--- src/rtl/bus_pkg.sv ---
// Shared bus phase encodings, parameter defaults and the latched request record
// used by the multiplexed-address bus controller.
package bus_pkg;

  localparam logic [1:0] PH_IDLE    = 2'b00;
  localparam logic [1:0] PH_ADDR_LO = 2'b01;
  localparam logic [1:0] PH_ADDR_HI = 2'b10;
  localparam logic [1:0] PH_DATA    = 2'b11;

  localparam int         WAIT_LIMIT_DEF = 15;
  localparam logic [7:0] ABORT_DATA_DEF = 8'hFF;

  typedef struct packed {
    logic        we;
    logic [15:0] addr;
    logic [7:0]  wdata;
  } bus_req_t;

endpackage

--- src/rtl/bus_if.sv ---
// Core request/response handshake plus external pin bundle of the bus controller.
// master = controller side, slave = core/memory side.
interface bus_if;

  logic        req;
  logic        req_we;
  logic [15:0] req_addr;
  logic [7:0]  req_wdata;
  logic        req_ready;
  logic        rsp_valid;
  logic        rsp_err;
  logic [7:0]  rsp_rdata;
  logic        rdy;
  logic [7:0]  addr_pins;
  logic [7:0]  data_in;
  logic [7:0]  data_out;
  logic [7:0]  data_oe;
  logic        rw_n;
  logic [1:0]  phase;

  modport master (
    input  req, req_we, req_addr, req_wdata, rdy, data_in,
    output req_ready, rsp_valid, rsp_err, rsp_rdata,
           addr_pins, data_out, data_oe, rw_n, phase
  );

  modport slave (
    output req, req_we, req_addr, req_wdata, rdy, data_in,
    input  req_ready, rsp_valid, rsp_err, rsp_rdata,
           addr_pins, data_out, data_oe, rw_n, phase
  );

endinterface

--- src/rtl/wait_timer.sv ---
// 4-bit DATA-phase wait counter; expired flags the last allowed wait cycle.
module wait_timer #(
  parameter int LIMIT = 15
) (
  input  logic clk,
  input  logic rst,
  input  logic clear,
  input  logic enable,
  output logic expired
);

  localparam logic [3:0] LAST = 4'(LIMIT - 1);

  logic [3:0] count;

  always_ff @(posedge clk) begin
    if (rst || clear) begin
      count <= 4'd0;
    end else if (enable) begin
      count <= count + 4'd1;
    end
  end

  assign expired = (count == LAST);

endmodule

--- src/rtl/bus_controller.sv ---
// Sequences one core request into ADDR_LO / ADDR_HI / DATA bus phases on a
// multiplexed 8-bit bus, with rdy wait states and a timeout abort.
module bus_controller
  import bus_pkg::*;
#(
  parameter int         WAIT_LIMIT = WAIT_LIMIT_DEF,
  parameter logic [7:0] ABORT_DATA = ABORT_DATA_DEF
) (
  input  logic clk,
  input  logic rst,
  bus_if.master bus
);

  logic [1:0] state;
  logic [1:0] state_nx;
  bus_req_t   lat;
  logic       rsp_valid_q;
  logic       rsp_err_q;
  logic [7:0] rsp_rdata_q;

  logic in_data;
  logic expired;
  logic done;
  logic abort;

  assign in_data = (state == PH_DATA);
  assign done    = in_data && bus.rdy;
  assign abort   = in_data && !bus.rdy && expired;

  // Held clear outside DATA so every DATA entry starts counting from zero.
  wait_timer #(.LIMIT(WAIT_LIMIT)) u_wait_timer (
    .clk     (clk),
    .rst     (rst),
    .clear   (!in_data),
    .enable  (in_data && !bus.rdy),
    .expired (expired)
  );

  always_comb begin
    state_nx = state;
    case (state)
      PH_IDLE:    if (bus.req) state_nx = PH_ADDR_LO;
      PH_ADDR_LO: state_nx = PH_ADDR_HI;
      PH_ADDR_HI: state_nx = PH_DATA;
      PH_DATA:    if (done || abort) state_nx = PH_IDLE;
      default:    state_nx = PH_IDLE;
    endcase
  end

  always_ff @(posedge clk) begin
    if (rst) begin
      state       <= PH_IDLE;
      lat         <= '0;
      rsp_valid_q <= 1'b0;
      rsp_err_q   <= 1'b0;
      rsp_rdata_q <= 8'h00;
    end else begin
      state       <= state_nx;
      rsp_valid_q <= done || abort;
      if (state == PH_IDLE && bus.req) begin
        lat <= '{we: bus.req_we, addr: bus.req_addr, wdata: bus.req_wdata};
      end
      // Response fields only change on completion so they hold between pulses.
      if (done) begin
        rsp_err_q <= 1'b0;
        if (!lat.we) rsp_rdata_q <= bus.data_in;
      end else if (abort) begin
        rsp_err_q <= 1'b1;
        if (!lat.we) rsp_rdata_q <= ABORT_DATA;
      end
    end
  end

  assign bus.phase     = state;
  assign bus.req_ready = (state == PH_IDLE);
  assign bus.rsp_valid = rsp_valid_q;
  assign bus.rsp_err   = rsp_err_q;
  assign bus.rsp_rdata = rsp_rdata_q;

  always_comb begin
    bus.addr_pins = 8'h00;
    case (state)
      PH_ADDR_LO: bus.addr_pins = lat.addr[7:0];
      PH_ADDR_HI: bus.addr_pins = lat.addr[15:8];
      default:    bus.addr_pins = 8'h00;
    endcase
  end

  assign bus.rw_n     = (state == PH_IDLE) ? 1'b1 : !lat.we;
  assign bus.data_oe  = (in_data && lat.we) ? 8'hFF : 8'h00;
  assign bus.data_out = (in_data && lat.we) ? lat.wdata : 8'h00;

endmodule

--- src/flat_wrapper.sv ---
// flat-port wrapper written by rule: the top's interface ports become plain ports
module bus_controller_flat import bus_pkg::*;
#(
  parameter int         WAIT_LIMIT = WAIT_LIMIT_DEF,
  parameter logic [7:0] ABORT_DATA = ABORT_DATA_DEF
)
  (clk, rst, bus_req, bus_req_we, bus_req_addr, bus_req_wdata, bus_rdy, bus_data_in, bus_req_ready, bus_rsp_valid, bus_rsp_err, bus_rsp_rdata, bus_addr_pins, bus_data_out, bus_data_oe, bus_rw_n, bus_phase);
  bus_if bus_i ();
  input  logic clk;
  input  logic rst;
  input wire logic [$bits(bus_i.req)-1:0] bus_req;
  input wire logic [$bits(bus_i.req_we)-1:0] bus_req_we;
  input wire logic [$bits(bus_i.req_addr)-1:0] bus_req_addr;
  input wire logic [$bits(bus_i.req_wdata)-1:0] bus_req_wdata;
  input wire logic [$bits(bus_i.rdy)-1:0] bus_rdy;
  input wire logic [$bits(bus_i.data_in)-1:0] bus_data_in;
  output wire logic [$bits(bus_i.req_ready)-1:0] bus_req_ready;
  output wire logic [$bits(bus_i.rsp_valid)-1:0] bus_rsp_valid;
  output wire logic [$bits(bus_i.rsp_err)-1:0] bus_rsp_err;
  output wire logic [$bits(bus_i.rsp_rdata)-1:0] bus_rsp_rdata;
  output wire logic [$bits(bus_i.addr_pins)-1:0] bus_addr_pins;
  output wire logic [$bits(bus_i.data_out)-1:0] bus_data_out;
  output wire logic [$bits(bus_i.data_oe)-1:0] bus_data_oe;
  output wire logic [$bits(bus_i.rw_n)-1:0] bus_rw_n;
  output wire logic [$bits(bus_i.phase)-1:0] bus_phase;
  assign bus_i.req = bus_req;
  assign bus_i.req_we = bus_req_we;
  assign bus_i.req_addr = bus_req_addr;
  assign bus_i.req_wdata = bus_req_wdata;
  assign bus_i.rdy = bus_rdy;
  assign bus_i.data_in = bus_data_in;
  assign bus_req_ready = bus_i.req_ready;
  assign bus_rsp_valid = bus_i.rsp_valid;
  assign bus_rsp_err = bus_i.rsp_err;
  assign bus_rsp_rdata = bus_i.rsp_rdata;
  assign bus_addr_pins = bus_i.addr_pins;
  assign bus_data_out = bus_i.data_out;
  assign bus_data_oe = bus_i.data_oe;
  assign bus_rw_n = bus_i.rw_n;
  assign bus_phase = bus_i.phase;
  bus_controller #(.WAIT_LIMIT(WAIT_LIMIT), .ABORT_DATA(ABORT_DATA)) u_core (.clk(clk), .rst(rst), .bus(bus_i));
endmodule
--- config.mk ---
export PLATFORM = sky130hd
export DESIGN_NAME = bus_controller_flat
export DESIGN_NICKNAME = d
export VERILOG_FILES = /design/src/rtl/bus_pkg.sv /design/src/rtl/bus_if.sv /design/src/rtl/wait_timer.sv /design/src/rtl/bus_controller.sv /design/src/flat_wrapper.sv
export SDC_FILE = /design/constraint.sdc
export NUM_CORES = 1
export LEC_CHECK = 0
export CAP_MARGIN = 25
export CORE_MARGIN = 3
export CORE_UTILIZATION = 40
export CTS_BUF_LIST = sky130_fd_sc_hd__clkbuf_8
export DETAILED_ROUTE_END_ITERATION = 10
export PLACE_DENSITY_LB_ADDON = 0.2
export SETUP_SLACK_MARGIN = 0.3
export SLEW_MARGIN = 10
export SYNTH_ARGS = -nofsm -noshare
export SYNTH_HDL_FRONTEND = slang
export SYNTH_SLANG_ARGS = --single-unit
export TNS_END_PERCENT = 30
--- constraint.sdc ---
create_clock -name clk -period 3.3 [get_ports clk]
set_clock_uncertainty 0.15 [all_clocks]
set_input_delay 0.66 -clock clk [delete_from_list [all_inputs] [get_ports clk]]
set_output_delay 0.66 -clock clk [all_outputs]
set_load 0.005 [all_outputs]
==> results_dict.tcl <==
set metrics [dict create \
    grt_max_degree 29 \
    worstPathCellList "inv_1 -> ha_1 -> a22oi_1 -> nor2b_1 -> clkdlybuf4s50_1" \
    ff2ff_path_depth 5 \
    hold_depth 2 \
    setup_viol 0 \
    die-area_um2 5320 \
    hpwlAfterDp_mm 2.94 \
    overflow 0 \
    switching_power_w 0.000401 \
    numCtsBuffers 5 \
    rows 23 \
    first_iter_violations 114 \
    relSlewSlack 0.453 \
    clock_latency_ns 0.28 \
    arrival_ns 1.92 \
    ys_ff_latch 41 \
    dr.pass1.iters 4 \
    hp-class "flip-flop to flip-flop" \
    gp_congestion 0.708 \
    placed_cells 314 \
    finalHoldViolCount 0 \
    ys.warnings.count 0 \
    stdcell_count 322 \
    cts_resized 0 \
    end_kind "primary output" \
    ant_nets 0 \
    crit_family "buffers and inverters" \
    grt_first_pass_wirelength_mm 6.78 \
    cts_setup_buffers 0 \
    synth_fp_nets 251 \
    power_density_nw_per_um2 505 \
    clkPwrFrac 0.227 \
    grt_antenna_before_repair 0 \
    antenna_cells 0 \
    synth_area_um2 1790 \
    vias_per_cell 4.88 \
    grt.total_usage 0.161 \
    vias 1571 \
    clk_pin_slew_ns 0.07 \
    p_leak_nw 0.971 \
    clkSinkCount 41 \
    fin_nets 314 \
    fmax_ghz 0.366 \
    critPathKind "flip-flop to primary output" \
    cts_root_buffer "clkbuf_8" \
    fin_setup_tns_ns 0 \
    avgSynthCellArea_um2 8.61 \
    status "finished, final reports clean" \
    cp_slowest_stage_delay_ns 0.52 \
    rsz0062_at_grt "no" \
    drive_gt1_frac 0.0699 \
    slowest_stage "clkdlybuf4s50_1" \
    p_int_w 0.000905 \
    vdd_drop_max_v 0.000310 \
    combPwrFrac 0.310 \
    hold_slack_ns 0.301 \
    cts_tree "yes" \
    cap_violations 0 \
    switching_share 0.307 \
    p_seq_frac 0.463 \
    min_period_ns 2.73 \
    die_x_um 72.9 \
    synthCells 208 \
    hold_buffers 0 \
    clock_path_buffers 2 \
    critPathRequiredTime_ns 2.49 \
    die_y_um 72.9 \
    synth.yosys.seq_area_share 0.458 \
    start_util 0.432 \
    start_kind "flip-flop" \
    io_pins 75 \
    avgRoutedWirePerCell_um 12.9 \
    fin_crit_sh 0.827 \
    worstPathMaxFanout 9 \
    portBuffers 74 \
    r2r_slack_ns 1.41 \
    first_global_vias 1544 \
    drt_wl_total_mm 4.17 \
    worst-path-buf-inv 2 \
    cp.depth 5 \
    area_growth_pct 44.4 \
    drc_errors 0 \
    fp.coreArea_um2 4140 \
    worst_pin_slew_ns 0.819 \
    drv_slew 0 \
    ys_types 25 \
    h-tree-depth 2 \
]
[cell type report]
type	count	area, um^2
clock buffers	5	68.8
clock inverters	3	11.3
multi-input cells	141	840
fillers	400	1560
flip-flops and latches	41	821
inverters	5	18.8
well taps	50	62.6
repair buffers	77	763
[placed cells by master, fill, tap and decap left out, drive strengths merged]
master         count
a21oi             26
and2               2
clkbuf             5
and3               8
a31oi              1
buf                3
inv                8
nor2               6
nor3b              1
nand2             54
dfxtp             41
xnor2              1
a211oi             3
a22o               1
nor2b              9
xor2               2
clkdlybuf4s50     74
o221a              8
a22oi              8
nand2b             1
nand3b             1
a41oi              1
ha                 6
mux2i              1
nand4b             1
[cells by family after synthesis]
kind of cell	after synthesis	synth area share
multiplexers	1	0.00559
XOR/XNOR	3	0.0147
AO/OA/AOI/OAI	48	0.191
AND/OR/NAND/NOR	83	0.215
flip-flops	41	0.458
adder cells (fa/ha/maj)	6	0.0419
buffers and inverters	26	0.0727
[power by group through the flow]
stage                     sequential, W  combinational (W)  clock, W
after floorplan                0.000604           0.000252         0
after global placement         0.000613           0.000405         0
after detailed placement       0.000616           0.000409         0
after CTS                      0.000604           0.000411  0.000305
after global routing           0.000615           0.000452  0.000321
final                          0.000605           0.000405  0.000297
[tightest hold or removal path: stages (launching register included)]
cell     delay [ns]
dfxtp_1        0.31
nand2_1        0.05
a21oi_1        0.05
[state kept, by name, indices dropped and copies added, names as in the netlist]
name                       count
u_core.lat                    25
u_core.bus.rsp_rdata           8
u_core.u_wait_timer.count      4
u_core.bus.rsp_err             1
u_core.bus.phase               2
u_core.bus.rsp_valid           1
[metrics by stage]
step                      power (W)  instance area (um^2)  worst slack, ns   util
after floorplan            0.000855                  1790             1.19      -
after global placement      0.00102                  2500            0.904  0.604
after detailed placement    0.00103                  2500            0.881  0.604
after CTS                   0.00132                  2580            0.555  0.624
after global routing        0.00139                  2580            0.407  0.624
final                       0.00131                  2580            0.569  0.624
[cells in the mapped netlist (all sizes together)]
cell type	n	share of area
and3	8	0.028
a22oi	8	0.034
buf	12	0.043
nand2	54	0.11
nand3b	1	0.0042
nor2b	9	0.031
and2	2	0.0070
nor2	6	0.013
a22o	1	0.0056
xnor2	1	0.0049
nor3b	1	0.010
o221a	8	0.050
a41oi	1	0.0049
ha	6	0.042
a21oi	26	0.073
mux2i	1	0.0056
dfxtp	41	0.46
inv	5	0.010
xor2	2	0.0098
nand2b	1	0.0035
a31oi	1	0.012
clkbuf	9	0.019
nand4b	1	0.0049
a211oi	3	0.013
[metal layers]
metal / wire length [um] / GRT usage
met1: 1990 / 0.209
met2: 1900 / 0.262
met3: 250 / 0.0399
met4: 24 / 0.0492
met5: 0 / 0
[final timing paths]
kind,from,endpoint
worst max register to register,u_core.bus.phase[0],u_core.lat[22]
worst max-delay path,u_core.bus.phase[0],bus_addr_pins[7]
worst min register to register,u_core.lat[1],u_core.lat[1]
worst min-delay path,u_core.lat[1],u_core.lat[1]
Power figures use the tool's default switching activity.
